File: src/rtl/payload_csum_pkg.sv
// Shared widths and helpers for the payload checksum accumulator.
package payload_csum_pkg;

  localparam int ACC_W  = 32;
  localparam int CSUM_W = 16;

  // Number of 16-bit words carried by one beat.
  function automatic int lane_cnt(input int data_w);
    return data_w / 16;
  endfunction

endpackage

File: src/rtl/payload_csum_lane_sum.sv
// Per-beat word sum: masks disabled bytes to zero and adds every 16-bit
// word of the beat into a single unsigned lane sum.
module payload_csum_lane_sum
  import payload_csum_pkg::*;
#(
  parameter int DATA_W = 64
) (
  input  logic [DATA_W-1:0]   data,
  input  logic [DATA_W/8-1:0] keep,
  output logic [ACC_W-1:0]    sum
);

  localparam int LANES = lane_cnt(DATA_W);

  logic [DATA_W-1:0] masked;

  // Zero every byte whose enable is low (odd trailing byte pads with zero).
  always_comb begin
    masked = '0;
    for (int i = 0; i < DATA_W/8; i++)
      masked[8*i +: 8] = data[8*i +: 8] & {8{keep[i]}};
  end

  // Add all masked words; at most 32 words so the sum fits comfortably.
  always_comb begin
    sum = '0;
    for (int j = 0; j < LANES; j++)
      sum = sum + ACC_W'(masked[16*j +: 16]);
  end

endmodule

File: src/rtl/payload_csum_acc.sv
// Payload one's-complement checksum accumulator.
// Beat sums are accumulated per packet, folded to 16 bits in two stages
// after the eop beat, and presented with optional hold/overwrite handling.
// Build option: define PAYLOAD_CSUM_INVERT_EN to emit the inverted sum
// (a computed 0x0000 is sent as 0xFFFF).
module payload_csum_acc
  import payload_csum_pkg::*;
#(
  parameter int DATA_W   = 64,
  parameter int HOLD_OUT = 1
) (
  input  logic                clk,
  input  logic                rst,
  input  logic [DATA_W-1:0]   s_data,
  input  logic [DATA_W/8-1:0] s_keep,
  input  logic                s_valid,
  input  logic                s_sop,
  input  logic                s_eop,
  output logic [CSUM_W-1:0]   csum_out,
  output logic                csum_valid,
  input  logic                csum_ready,
  output logic                csum_ovf,
  output logic                pkt_err
);

  localparam logic [0:0] IDLE   = 1'b0;
  localparam logic [0:0] IN_PKT = 1'b1;

  logic [0:0]        state;
  logic [ACC_W-1:0]  acc;
  logic [ACC_W-1:0]  lane_sum;
  logic              pkt_done;
  logic [1:0]        vld_pipe;
  logic [CSUM_W:0]   fold1;
  logic [CSUM_W-1:0] fold2;
  logic [CSUM_W-1:0] result;

  payload_csum_lane_sum #(.DATA_W(DATA_W)) u_lane (
    .data (s_data),
    .keep (s_keep),
    .sum  (lane_sum)
  );

  // A packet completes on any eop beat that belongs to a packet.
  assign pkt_done = s_valid && s_eop && (s_sop || state == IN_PKT);

  // Packet framing and accumulation; sop always restarts the sum.
  always_ff @(posedge clk) begin
    if (rst) begin
      state   <= IDLE;
      acc     <= '0;
      pkt_err <= 1'b0;
    end else begin
      pkt_err <= 1'b0;
      if (s_valid) begin
        if (s_sop) begin
          acc     <= lane_sum;
          state   <= s_eop ? IDLE : IN_PKT;
          pkt_err <= (state == IN_PKT);
        end else if (state == IN_PKT) begin
          acc   <= acc + lane_sum;
          state <= s_eop ? IDLE : IN_PKT;
        end else begin
          pkt_err <= 1'b1;
        end
      end
    end
  end

  // First fold: upper half plus lower half, registered one cycle after eop.
  always_ff @(posedge clk) begin
    if (rst) begin
      vld_pipe <= '0;
      fold1    <= '0;
    end else begin
      vld_pipe <= {vld_pipe[0], pkt_done};
      fold1    <= {1'b0, acc[ACC_W-1:CSUM_W]} + {1'b0, acc[CSUM_W-1:0]};
    end
  end

  // Second fold: the single possible carry can never ripple out again.
  always_comb begin
    fold2 = fold1[CSUM_W-1:0] + {{(CSUM_W-1){1'b0}}, fold1[CSUM_W]};
`ifdef PAYLOAD_CSUM_INVERT_EN
    result = (fold2 == '1) ? '1 : ~fold2;
`else
    result = fold2;
`endif
  end

  // Result register: held until accepted, or a plain pulse when not holding.
  always_ff @(posedge clk) begin
    if (rst) begin
      csum_out   <= '0;
      csum_valid <= 1'b0;
      csum_ovf   <= 1'b0;
    end else if (HOLD_OUT != 0) begin
      csum_ovf <= vld_pipe[1] && csum_valid && !csum_ready;
      if (vld_pipe[1]) begin
        csum_out   <= result;
        csum_valid <= 1'b1;
      end else if (csum_valid && csum_ready) begin
        csum_valid <= 1'b0;
      end
    end else begin
      csum_ovf   <= 1'b0;
      csum_valid <= vld_pipe[1];
      if (vld_pipe[1])
        csum_out <= result;
    end
  end

endmodule
File: config.mk
export PLATFORM = sky130hd
export DESIGN_NAME = payload_csum_acc
export DESIGN_NICKNAME = d
export VERILOG_FILES = /design/src/rtl/payload_csum_pkg.sv /design/src/rtl/payload_csum_lane_sum.sv /design/src/rtl/payload_csum_acc.sv
export SDC_FILE = /design/constraint.sdc
export NUM_CORES = 1
export LEC_CHECK = 0
export CAP_MARGIN = 15
export CORE_ASPECT_RATIO = 1.5
export CORE_MARGIN = 1
export CORE_UTILIZATION = 57
export CTS_CLUSTER_SIZE = 10
export DETAILED_ROUTE_END_ITERATION = 10
export GPL_ROUTABILITY_DRIVEN = 0
export GPL_TIMING_DRIVEN = 0
export PLACE_DENSITY = 0.9
export SLEW_MARGIN = 10
export SYNTH_ARGS = -nofsm -noshare
export SYNTH_HDL_FRONTEND = slang
export SYNTH_SLANG_ARGS = --single-unit
export TNS_END_PERCENT = 1
File: constraint.sdc
create_clock -name clk -period 8.6 [get_ports clk]
set_input_delay 1.72 -clock clk [delete_from_list [all_inputs] [get_ports clk]]
set_output_delay 1.72 -clock clk [all_outputs]
set_load 0.01 [all_outputs]
[Yosys cells after proc, flatten, opt, wreduce, memory -nomap -nowiden]
Cells that the tools add are included.
Storage, ports and cells
  register bits after elaboration: 71
  input port bits: 78
  output and inout port bits: 19
  logic and storage cells: 43
Operators by class
  $add $sub $neg: 6
  multiplexer cells: 9
  bitwise logic cells: 9
  reductions and logical operators: 11
Operator list (number)
  32-bit by 16-bit adder with 32-bit output: 2
  8-bit AND: 8
  32-bit two-way mux: 2
  16-bit by 16-bit adder with 17-bit output: 2
  32-bit adder: 1
  16-bit by 1-bit adder with 16-bit output: 1
  1-bit two-way mux: 7
  1-bit logical AND: 5
  2-bit nonzero test: 2
  2-bit AND reduction: 1
  2-bit OR reduction: 1
  1-bit logical NOT: 1
  1-bit logical OR: 1
  1-bit NOT: 1

[Longest topological paths before layout]
  depth in word-level cells: 7
  depth in mapped cells: 28
  mapped depth without buffers: 27

[By module]
From an unflattened synthesis, not the netlist that was laid out.
Unflattened totals
  cell total of the unflattened synthesis: 863
  area total of the unflattened synthesis: 6944.2 um^2
Modules (own cells, without submodules)
  payload_csum_acc: times used 1, cells each 594, area each 4852.2 um^2
  payload_csum_lane_sum: times used 1, cells each 269, area each 2092.0 um^2

[Worst setup path after synthesis]
OpenSTA, ideal clock, no wires.
  path kind: input-to-reg
  start point: input port s_data[1]
  end point: register acc[22]
  setup time: 0.070 ns
  data arrival time: 7.087 ns
  required time: 8.530 ns
  slack: 1.443 ns
  stages: 25
  cells stage by stage: nand2_1 > inv_1 > ha_1 > a21o_1 > a21oi_1 > o211ai_1 > and3_1 > a41oi_1 > a21bo_2 > fa_1 > inv_1 > ha_1 > and3_1 > a221o_1 > a31oi_1 > o21ai_1 > a21o_1 > xor2_1 > ha_1 > clkbuf_1 > nand2_1 > or3_1 > o211a_4 > or3_1 > a21oi_1
On the way
  word-level cells in the longest chain between the ends: 7
RTL lines
  start, declared: RTL line payload_csum_acc.sv:14  | input logic [DATA_W-1:0] s_data,
  8-bit AND (*): RTL line payload_csum_lane_sum.sv:21  | masked[8*i +: 8] = data[8*i +: 8] & {8{keep[i]}};
  16-bit by 16-bit adder with 17-bit output (*): RTL line payload_csum_lane_sum.sv:28  | sum = sum + ACC_W'(masked[16*j +: 16]);
  32-bit by 16-bit adder with 32-bit output (*) (2 in series): RTL line payload_csum_lane_sum.sv:28
  32-bit adder: RTL line payload_csum_acc.sv:61  | acc <= acc + lane_sum;
  32-bit two-way mux: RTL line payload_csum_acc.sv:60  | end else if (state == IN_PKT) begin
  32-bit two-way mux (*): RTL line payload_csum_acc.sv:56  | if (s_sop) begin
  end signal, assigned: RTL line payload_csum_acc.sv:57  | acc <= lane_sum;
  end signal, assigned: RTL line payload_csum_acc.sv:61
  end, declared: RTL line payload_csum_acc.sv:30  | logic [ACC_W-1:0] acc;
Every way passes the cells marked *; elsewhere a longest branch is shown, timed or not. The select of a mux whose other input is x is not followed.
A chain may end at the register's enable or synchronous reset.

[Worst setup path in the final report]
  start point: input port s_keep[2]
  end point: register acc[22]
On the way
  word-level cells in the longest chain between the ends: 7
RTL lines
  start, declared: RTL line payload_csum_acc.sv:15  | input logic [DATA_W/8-1:0] s_keep,
  8-bit AND (*): RTL line payload_csum_lane_sum.sv:21
  16-bit by 16-bit adder with 17-bit output (*): RTL line payload_csum_lane_sum.sv:28
  32-bit by 16-bit adder with 32-bit output (*) (2 in series): RTL line payload_csum_lane_sum.sv:28
  32-bit adder: RTL line payload_csum_acc.sv:61
  32-bit two-way mux: RTL line payload_csum_acc.sv:60
  32-bit two-way mux (*): RTL line payload_csum_acc.sv:56
Marks and branches as above.

==> run_results.csv <==
group,metric,value,unit
global_route,antenna_found_initial,0,
logic_synthesis,synthDistinctLibCells,69,
logic_synthesis,yosysSeqAreaShare,20.7,%
setup_path,worstSetupPathType,"primary input to flip-flop",
logic_synthesis,synth_cells,873,
logic_synthesis,syn_area,0.00685,sq mm
place,io_buffer_count,92,
final_layout,diodes,0,
logic_synthesis,syn_nets,1042,
pwr,peakVddDrop,0.122,mV
clock_network,cts.repair.resized,0,
final_layout,num-fill-cells,884,
clock_network,cts_root_buf,"clkbuf_16",
global_route,grt_pass1_wl,29400,um
global_route,grtUsageTotal,29.5,%
setup_path,slowest_stage,"clkdlybuf4s50_1",
clock_network,cts_hold_buffers,0,
setup_path,cp-start-kind,"primary input",
place,place_ws,23.4,ps
setup_path,cp_slowest_stage_delay,590,ps
sta,finalSetupTns,0,ps
logic_synthesis,synth_area_per_cell,7.85,sq um
clock_network,clk_pin_slew,60,ps
floorplan,die_y,136,um
logic_synthesis,yosysMostFrequentCell,"nand2_1",
sta,slew_viol_final,0,
place,placed_area,0.00796,sq mm
routing,dr.pass1.iters,5,
routing,wl_per_cell,15.5,um
setup_path,crit_fanout,8,
logic_synthesis,synthAdderAreaFrac,18.8,%
floorplan,core,0.0116,sq mm
logic_synthesis,synthSimpleGateAreaFrac,23.8,%
clock_network,cts.path.max_buffers,2,
clock_network,post_cts_buffers,0,
final_layout,nNetsFinal,1144,
clock_network,cts_tree,"done",
logic_synthesis,synth_compound_area_share,22.6,%
sta,worst_pin_slew,689,ps
setup_path,required,8870,ps
routing,wirelength,17500,um
sta,rsz0062_at_grt,"no",
sta,hold_violations,0,
logic_synthesis,synthFlopType,"dfxtp_1",
clock_network,h-tree-depth,3,
global_route,grt_pass1_vias,6861,
routing,routed_via_density,6.02,
sta,fmax,122,MHz
place,dp_hpwl,13800,um
min_path,hp-class,"flip-flop to flip-flop",
floorplan,boundaryPins,97,
final_layout,drive_gt1_share,4.29,%
global_route,gr-total-overflow,0,
logic_synthesis,synth_seq_cells,71,
setup_path,end_kind,"flip-flop",
logic_synthesis,synth_area_leaders,"dfxtp_1 21%, ha_1 13%, fa_1 5.8%",
sta,min_period_over_period,95.4,%
logic_synthesis,synthMuxAreaShare,2.23,%
sta,slew_headroom,53.5,%
floorplan,fp.dieArea,0.0125,sq mm
sta,finClkSkew,5.94,ps
routing,drc_errors,0,
global_route,grt_max_degree,14,
setup_path,cp_common_cell,"ha_1",
floorplan,fp.dieW,91.5,um
floorplan,start_util,59.1,%
logic_synthesis,synth.top_cell.area_share,20.7,%
setup_path,crit_arrival,8470,ps
run_status,status,"finished clean",
logic_synthesis,synth_top_family_by_area,"simple AND/OR/NAND/NOR gates",
sta,fin_ws,398,ps
routing,postRouteAntennaNets,0,
pwr,power,0.00150,W
clock_network,cts_sinks,71,
routing,first_iter_violations,303,
clock_network,cts_buffers,9,
sta,finalSetupViolCount,0,
final_layout,syn_to_final_growth,20.8,%
floorplan,row_count,48,
logic_synthesis,synth_xor_area_share,7.16,%
final_layout,post-route-cell-area,0.00828,sq mm
logic_synthesis,yosys.area.top_type,"dfxtp_1",
logic_synthesis,ys.warnings.count,0,
logic_synthesis,synthArstFlopShare,0,%
logic_synthesis,synth.cells.most_frequent,"87 x nand2_1, 71 x dfxtp_1, 71 x ha_1, 69 x nor2_1, 61 x a21oi_1",
routing,vias,6798,
clock_network,insertion_delay,350,ps
sta,fin_crit,8200,ps
setup_path,reg2reg_slack,5920,ps
pwr,powerDensity,181,mW/mm^2
setup_path,rr_worst_depth,10,
logic_synthesis,synth_edf_count,0,
min_path,whs_path_depth,1,
job,drv_cap,0,
pwr,p_leak,3.63,nW
layout by cell type (no fill, tap or decap), types with 8 or more instances in the layout:
master           netlist  routed
a211oi_1              27      27
a21o_1                27      27
a21oi_1               61      61
a31oi_1                9       9
and2_1                34      34
and3_1                11      11
clkbuf_1              17      16
clkbuf_16              0       9
clkdlybuf4s50_1        0      92
dfxtp_1               71      71
fa_1                  20      20
ha_1                  71      71
inv_1                 54      54
mux2i_1               13      13
nand2_1               87      87
nand2b_1              13      13
nand3_1               30      30
nor2_1                69      69
nor2b_1               10      10
nor3_1                15      15
o211ai_1               9       9
o21ai_0               28      28
o21ai_1               24      24
or2_2                  8       8
or3_1                 12      12
xnor2_1               30      30
xor2_1                26      26
metal layers:
layer	vias up	global-route usage, %	part of all wire [%]	wire length (um)
met5	-	0	0	0
met4	0	23.1	7.3	1280
met3	100	3.80	4.2	742
met2	285	56.6	53	9210
met1	3091	27.9	36	6240
li1	3322	-	-	-
report_power, final:
group          total (W)  internal, W  switching, W  leakage [nW]
Clock           0.000385     0.000234      0.000152         0.149
Combinational   0.000742     0.000321      0.000421          2.91
Sequential      0.000372     0.000350     0.0000213         0.578
Total            0.00150     0.000905      0.000594          3.63
worst paths after layout:
| check | from | to |
|---|---|---|
| worst max-delay path | s_keep[2] | acc[22]$_SDFFE_PP0P_ |
| worst max register to register | acc[16]$_SDFFE_PP0P_ | fold1[14]$_SDFF_PP0_ |
| worst min-delay path | vld_pipe[0]$_SDFF_PP0_ | vld_pipe[1]$_SDFF_PP0_ |
| worst min register to register | vld_pipe[0]$_SDFF_PP0_ | vld_pipe[1]$_SDFF_PP0_ |
stage by stage:
step           std cells  hold slack [ps]  util, %
6_report            1130              455     71.4
5_1_grt             1130              463     71.4
4_1_cts             1131              456     71.3
3_5_place_dp        1115              439     68.7
3_3_place_gp        1115              440     68.7
2_1_floorplan        873              414        -
state kept, by name, indices dropped and copies added, names as in the netlist:
| name | count |
|---|---|
| state | 1 |
| pkt_err | 1 |
| vld_pipe | 2 |
| csum_out | 16 |
| fold1 | 17 |
| acc | 32 |
| csum_valid | 1 |
| csum_ovf | 1 |
cells by family after synthesis:
kind of cell	count (synthesis)
xor gates and xnor gates	56
DFF	71
adders and majority gates	91
buffers and inverters	83
muxes	15
AOI/OAI and AO/OA	235
and+or+nand+nor	322
worst max-delay path: cells and delay by family:
kind            cells  cell delay, ps
compound gates     11            2840
xor+xnor            1             160
fa+ha+maj           4            1530
buf+inv             3             720
simple gates        6            1530
area by class of cell:
type,instances,area (sq um),area share (%)
inverter,55,206,2.49
timing repair buffer,92,921,11.1
clock buffer,10,239,2.89
clock inverter,6,68.8,0.832
tap,150,188,2.27
buffer,27,109,1.32
sequential,71,1420,17.2
multi-input combinational,719,5120,61.9
(Power assumes the default switching activity.)
